===== config.mk =====
export PLATFORM = sky130hd
export DESIGN_NAME = local_pattern_table
export DESIGN_NICKNAME = d
export VERILOG_FILES = /design/src/rtl/local_pattern_table.sv
export SDC_FILE = /design/constraint.sdc
export NUM_CORES = 1
export LEC_CHECK = 0
export BUFFER_PORTS_ARGS = -buffer_cell sky130_fd_sc_hd__clkbuf_2
export CAP_MARGIN = 20
export CORE_MARGIN = 10
export CORE_UTILIZATION = 40
export CTS_BUF_LIST = sky130_fd_sc_hd__clkbuf_2 sky130_fd_sc_hd__clkbuf_4 sky130_fd_sc_hd__clkbuf_8
export CTS_CLUSTER_SIZE = 16
export DETAILED_ROUTE_END_ITERATION = 7
export SYNTH_ARGS = -nofsm -noshare
export SYNTH_HDL_FRONTEND = slang
export SYNTH_SLANG_ARGS = --single-unit

===== constraint.sdc =====
create_clock -name clk -period 5.9 [get_ports clk]
set_input_delay 0.295 -clock clk [delete_from_list [all_inputs] [get_ports clk]]
set_output_delay 0.295 -clock clk [all_outputs]
set_load 0.005 [all_outputs]

===== src/rtl/local_pattern_table.sv =====
// Local-history pattern table: 32 two-bit saturating counters indexed by a
// 5-bit history pattern, with a two-stage update pipeline and forwarding.
module local_pattern_table (
  input  logic       clk,
  input  logic       reset_n,
  input  logic       lookup_valid,
  input  logic [4:0] lookup_history,
  input  logic       update_valid,
  input  logic [4:0] update_history,
  input  logic       update_taken,
  output logic       predict_valid,
  output logic       predict_taken,
  output logic       predict_strong
);

  localparam int DEPTH = 32;
  localparam logic [1:0] CTR_INIT = 2'b01;

  function automatic logic [1:0] sat_step(input logic [1:0] old, input logic taken);
    if (taken) return (old == 2'b11) ? old : old + 2'd1;
    else       return (old == 2'b00) ? old : old - 2'd1;
  endfunction

  function automatic logic is_strong(input logic [1:0] ctr);
    return (ctr == 2'b00) || (ctr == 2'b11);
  endfunction

  logic [1:0] cnt_q [DEPTH];

  logic       vld_p1;
  logic [4:0] upd_idx_p1;
  logic       upd_taken_p1;
  logic [1:0] upd_old_p1;
  logic [1:0] upd_new_p1;

  logic [1:0] lookup_eff;
  logic [1:0] update_eff;

  assign upd_new_p1 = sat_step(upd_old_p1, upd_taken_p1);

  // The pending stage's result is not yet in the array, so both read ports forward it.
  always_comb begin
    lookup_eff = cnt_q[lookup_history];
    if (vld_p1 && (upd_idx_p1 == lookup_history)) lookup_eff = upd_new_p1;
    update_eff = cnt_q[update_history];
    if (vld_p1 && (upd_idx_p1 == update_history)) update_eff = upd_new_p1;
  end

  // Stage A -> B boundary: capture index, direction and effective old value
  always_ff @(posedge clk or negedge reset_n) begin
    if (!reset_n) vld_p1 <= 1'b0;
    else          vld_p1 <= update_valid;
  end

  always_ff @(posedge clk) begin
    if (update_valid) begin
      upd_idx_p1   <= update_history;
      upd_taken_p1 <= update_taken;
      upd_old_p1   <= update_eff;
    end
  end

  // Stage B: commit the saturated counter to the array
  always_ff @(posedge clk or negedge reset_n) begin
    if (!reset_n) begin
      for (int i = 0; i < DEPTH; i++) cnt_q[i] <= CTR_INIT;
    end else if (vld_p1) begin
      cnt_q[upd_idx_p1] <= upd_new_p1;
    end
  end

  // Lookup boundary: taken/strong hold their value while no lookup is accepted
  always_ff @(posedge clk or negedge reset_n) begin
    if (!reset_n) begin
      predict_valid  <= 1'b0;
      predict_taken  <= 1'b0;
      predict_strong <= 1'b0;
    end else begin
      predict_valid <= lookup_valid;
      if (lookup_valid) begin
        predict_taken  <= lookup_eff[1];
        predict_strong <= is_strong(lookup_eff);
      end
    end
  end

endmodule

# [After elaboration in Yosys (flattened, before gate mapping)]
# Index checks and enable logic that the tools add are counted.
[word_totals] register_bits=76 inputBits=15 wordCells=72 output_inout_bits=3
[op_classes] mux=14 n_reduce_logical=6 order_cmp=4 addsub=2 n_eq_ne=4 bitwise_logic=3
[op_table] cell="$bwmux 64" count=1
[op_table] cell="$bmux 2 s5" count=2
[op_table] cell="$mux 2" count=10
[op_table] cell="$ge 6x6->1 const B" count=3
[op_table] cell="$not 5->6" count=3
[op_table] cell="$demux 2 s5" count=1
[op_table] cell="$eq 5x5->1" count=2
[op_table] cell="$lt 6x1->1 const B" count=1
[op_table] cell="$eq 2x2->1 const B" count=2
[op_table] cell="$logic_not 2->1" count=2
[op_table] cell="$logic_and 1x1->1" count=3
[op_table] cell="$add 2x1->2 const B" count=1
[op_table] cell="$sub 2x1->2 const B" count=1
[op_table] cell="$logic_or 1x1->1" count=1

# [Logic depth before layout (Yosys ltp)]
[logic_depth] ltp_word=7 ltp_mapped=8 depth_no_buf=6

# [Least setup slack after synthesis]
# Ideal clock, no wire load.
[synth_path] path_kind="input port to flip-flop" from="input update_history[1]" to="register upd_old_p1[1] (data pin)" cell_stages=6 path_slack_ns=3.723 required_time_ns=5.642 setup_ns=0.258 n_path_buf=2 arrival_time_ns=1.919 path_cell_list="clkbuf_1 > clkbuf_1 > mux4_2 > mux4_2 > mux2i_1 > o21ai_1"
[synth_between] elab_chain_cells=5 word_cells_on_any_way=7 classes_between="1 x eq/ne; 4 x mux; 1 x bitwise; 1 x reduce/logical"
[synth_rtl] item="start: declaration" line_no="9" rtl="input logic [4:0] update_history,"
[synth_rtl] item="$not 5->6 (not written as such)" line_no="45" rtl="update_eff = cnt_q[update_history];"
[synth_rtl] item="$bmux 2 s5" line_no="45"
[synth_rtl] item="$mux 2 (not written as such) (2 in series)" line_no="45"
[synth_rtl] item="$mux 2 *" line_no="46" rtl="if (vld_p1 && (upd_idx_p1 == update_history)) update_eff = upd_new_p1;"
[synth_rtl] item="net update_eff[1]" line_no="37" rtl="logic [1:0] update_eff;"
[synth_rtl] item="end signal: assignment" line_no="59" rtl="upd_old_p1 <= update_eff;"
[synth_rtl] item="end: declaration" line_no="33" rtl="logic [1:0] upd_old_p1;"
# Mark *: on every way through the listed nets, which the timed path passes. The rest lies on a longest branch. The select of a mux whose other input is x is not followed.
# A chain may end at the register's enable or synchronous reset.

# [Final worst setup path]
[layout_path] from="input lookup_history[0]" to="register predict_strong"
[layout_between] elab_chain_cells=7 word_cells_on_any_way=10 classes_between="2 x eq/ne; 4 x mux; 1 x bitwise; 3 x reduce/logical"
[layout_rtl] item="start: declaration" line_no="7" rtl="input logic [4:0] lookup_history,"
[layout_rtl] item="$not 5->6 (not written as such)" line_no="43" rtl="lookup_eff = cnt_q[lookup_history];"
[layout_rtl] item="$bmux 2 s5" line_no="43"
[layout_rtl] item="$mux 2 (not written as such) (2 in series)" line_no="43"
[layout_rtl] item="$mux 2 *" line_no="44" rtl="if (vld_p1 && (upd_idx_p1 == lookup_history)) lookup_eff = upd_new_p1;"
[layout_rtl] item="$eq 2x2->1 / $logic_not 2->1 (equally long branches)" line_no="25" rtl="return (ctr == 2'b00) || (ctr == 2'b11);"
[layout_rtl] item="$logic_or 1x1->1 *" line_no="25"
[layout_rtl] item="end signal: assignment" line_no="82" rtl="predict_strong <= is_strong(lookup_eff);"
[layout_rtl] item="end: declaration" line_no="13" rtl="output logic predict_strong"
# Mark *: on every way between the ends. The rest lies on a longest branch, timed or not. The select of a mux whose other input is x is not followed.

==> flow_summary.toml <==
[sta]
timing.final.crit_share = 0.417
tightestPinTransition_ns = 0.874
grt_setup_unrepaired = "no"
maxSlewViolCount = 0
setup_slack_ns = 3.44
slew_headroom = 0.416
setup-tns-final_ns = 0
final-hold-violation-count = 0
setup_viol = 0
fmax_mhz = 407
clock-skew-final_ns = 0.00760
hold_ws_ns = 0.122
period_minus_slack_ns = 2.46

[detailed_routing]
drtPass1Iterations = 4
drt_iter0_drc = 248
drc = 0
ant_nets = 0
wl_um = 9870
vias = 2705
via_per_inst = 5.74
routedWlPerCell_um = 21.0

[hold_path]
hold_path.class = "input pin to flop"

[global_route]
grt_pass1_wl_um = 16200
overflow = 0
grtUsageTotal = 0.138
antenna_found_initial = 0
grt_max_degree = 69
first_global_vias = 2846

[clock_network]
postCtsHoldBufs = 0
cts.path.max_buffers = 2
cts_buffers = 9
h-tree-depth = 3
cts_post_setup_buffers_inserted = 0
post_cts_resized = 0
cts_sinks = 76
cts_root_buf = "clkbuf_8"
clock_latency_ns = 0.34
cts_tree = "built"
cts.clk_slew.worst_paths_ns = 0.07

[critical_path]
crit_end = "predict_strong"
rr_worst_depth = 6
worstSetupPathType = "input pin to flop"
worstPathArrival_ns = 2.69
reg2reg_slack_ns = 3.74
start_kind = "input pin"
critPathLaunch = "lookup_history[0]"
cp-end-kind = "flop"
cp_max_fo = 26
worst_r2r_endpoint = "predict_strong"
timing.rr.start = "cnt_q[34]"
cp.required_ns = 6.13

[logic_synthesis]
mappedNetlistArea_sq_um = 4290
yosys.area.top_type = "dfrtp_1"
synthCells = 321
ys_seq_elements = 76
ys_seq_area_frac = 0.462
synth.avg_cell_area_sq_um = 13.4
synth-simple-area-share = 0.0749
synthTopCellsByArea = "dfrtp_1, dfstp_2, mux2_2, mux4_2, edfxtp_1"
synth.distinct_cells = 42
synth_mux_area_frac = 0.364
synth_top_cell_area_share = 0.210
synth_compound_area_frac = 0.0420
synth_ff_type = "dfrtp_1"
syn_nets = 336
synth_edf_count = 8
synth_top_family_by_area = "multiplexers"
synthMostInstantiatedCell = "mux2_2"
synth-xor-area-share = 0.0204
synth_adder_area_share = 0.00466
yosysWarnings = 0
synthArstFlopShare = 0.895
synth_common_cells = "mux2_2, dfrtp_1, dfstp_2"

[flow_run]
maxCapViolCount = 0

[placed_design]
portBuffers = 17
dp_hpwl_um = 6780
pre_cts_slack_ns = 3.11
place.gp.congestion = 0.823

[die]
core_sq_um = 10400
die_h_um = 124
die_w_um = 124
initial_core_util = 0.414
row_count = 37
die-area_sq_um = 15300
io_pins = 18

[pwr]
peakVddDrop_mv = 0.155
fin_total_pwr_mw = 1.76
leakagePower_nw = 1.92
p_per_area_nw_per_um2 = 376

[cells_and_area]
final_util = 0.452
area_growth_syn_to_layout_pct = 9.09
n_antenna_cell = 0
nets = 345
layout-drive-gt1-share = 0.487

[run_status]
outcome = "complete, no violations"
==> cells by family (layout without fill, tap and decap cells) <==
logic type,count (synthesis),after routing
adder cells (fa/ha/maj),2,2
XOR/XNOR,10,10
buffers and inverters,26,40
multiplexers,115,115
AND/OR/NAND/NOR,66,66
flip-flops,76,76
AO/OA/AOI/OAI,26,26
==> per-layer routing <==
layer,GRT usage,part of all wire,vias to the layer above
met5,0,0,-
met4,0.0371,0.0096,0
met3,0.0267,0.058,6
met2,0.216,0.49,87
met1,0.191,0.44,1391
li1,-,-,1221
==> layout make-up <==
class / instances / area, sq um
clock buffer: 13 / 173
clock inverter: 3 / 66.3
fill: 968 / 5690
inverter: 4 / 15.0
multi-input combinational: 219 / 2170
sequential: 76 / 1980
tap: 136 / 170
timing repair buffer: 20 / 108
==> worst max-delay path: stages <==
cell and delay [ns]:
clkbuf_2 0.64, mux4_2 0.59, mux2_2 0.27, a221oi_1 0.28, or3_1 0.23, o21ai_1 0.09
a211o_1 0.27
==> registers in the layout, summed over array words and instances (netlist names) <==
signal          flops
upd_idx_p1          5
predict_taken       1
upd_taken_p1        1
predict_strong      1
cnt_q              64
predict_valid       1
vld_p1              1
upd_old_p1          2
==> worst min-delay path by stage <==
stage | from | end | cells past startpoint | slack (ns)
floorplan | reset_n | cnt_q[11] | 0 | -0.0006
global placement | lookup_valid | predict_valid | 1 | 0.47
detailed placement | lookup_valid | predict_valid | 1 | 0.47
CTS | lookup_valid | predict_valid | 1 | 0.11
global route | update_taken | upd_taken_p1 | 1 | 0.11
finish | lookup_valid | predict_valid | 1 | 0.12
==> power breakdown <==
part	leakage, nW	switching, mW	total, mW	internal [mW]
clock network	0.124	0.188	0.466	0.278
logic	0.916	0.182	0.440	0.258
registers	0.881	0.121	0.854	0.732
==> stage by stage <==
stage	cells	area, sq um
CTS	471	4680
global placement	455	4450
floorplan	321	4290
detailed placement	455	4450
finish	471	4680
global route	471	4680
==> placed cells by master, fill, tap and decap left out, types with 2 or more instances in the layout <==
master and n:
nor4_1 2, buf_4 3, o21ai_1 3, edfxtp_1 8, clkbuf_2 16, nand3b_1 4, a21oi_1 7, mux2_2 67
a22oi_1 8, bufinv_16 2, dfrtp_1 36, nor3b_1 4, nand3_1 2, nand2_1 22, and3_1 3, dfstp_2 32
xor2_1 8, mux2i_1 21, nor2_1 19, clkbuf_8 12, mux4_2 26, maj3_1 2, inv_1 4, nor2b_1 2
xnor2_1 2
Note: power is estimated with default switching activity, not from simulation.
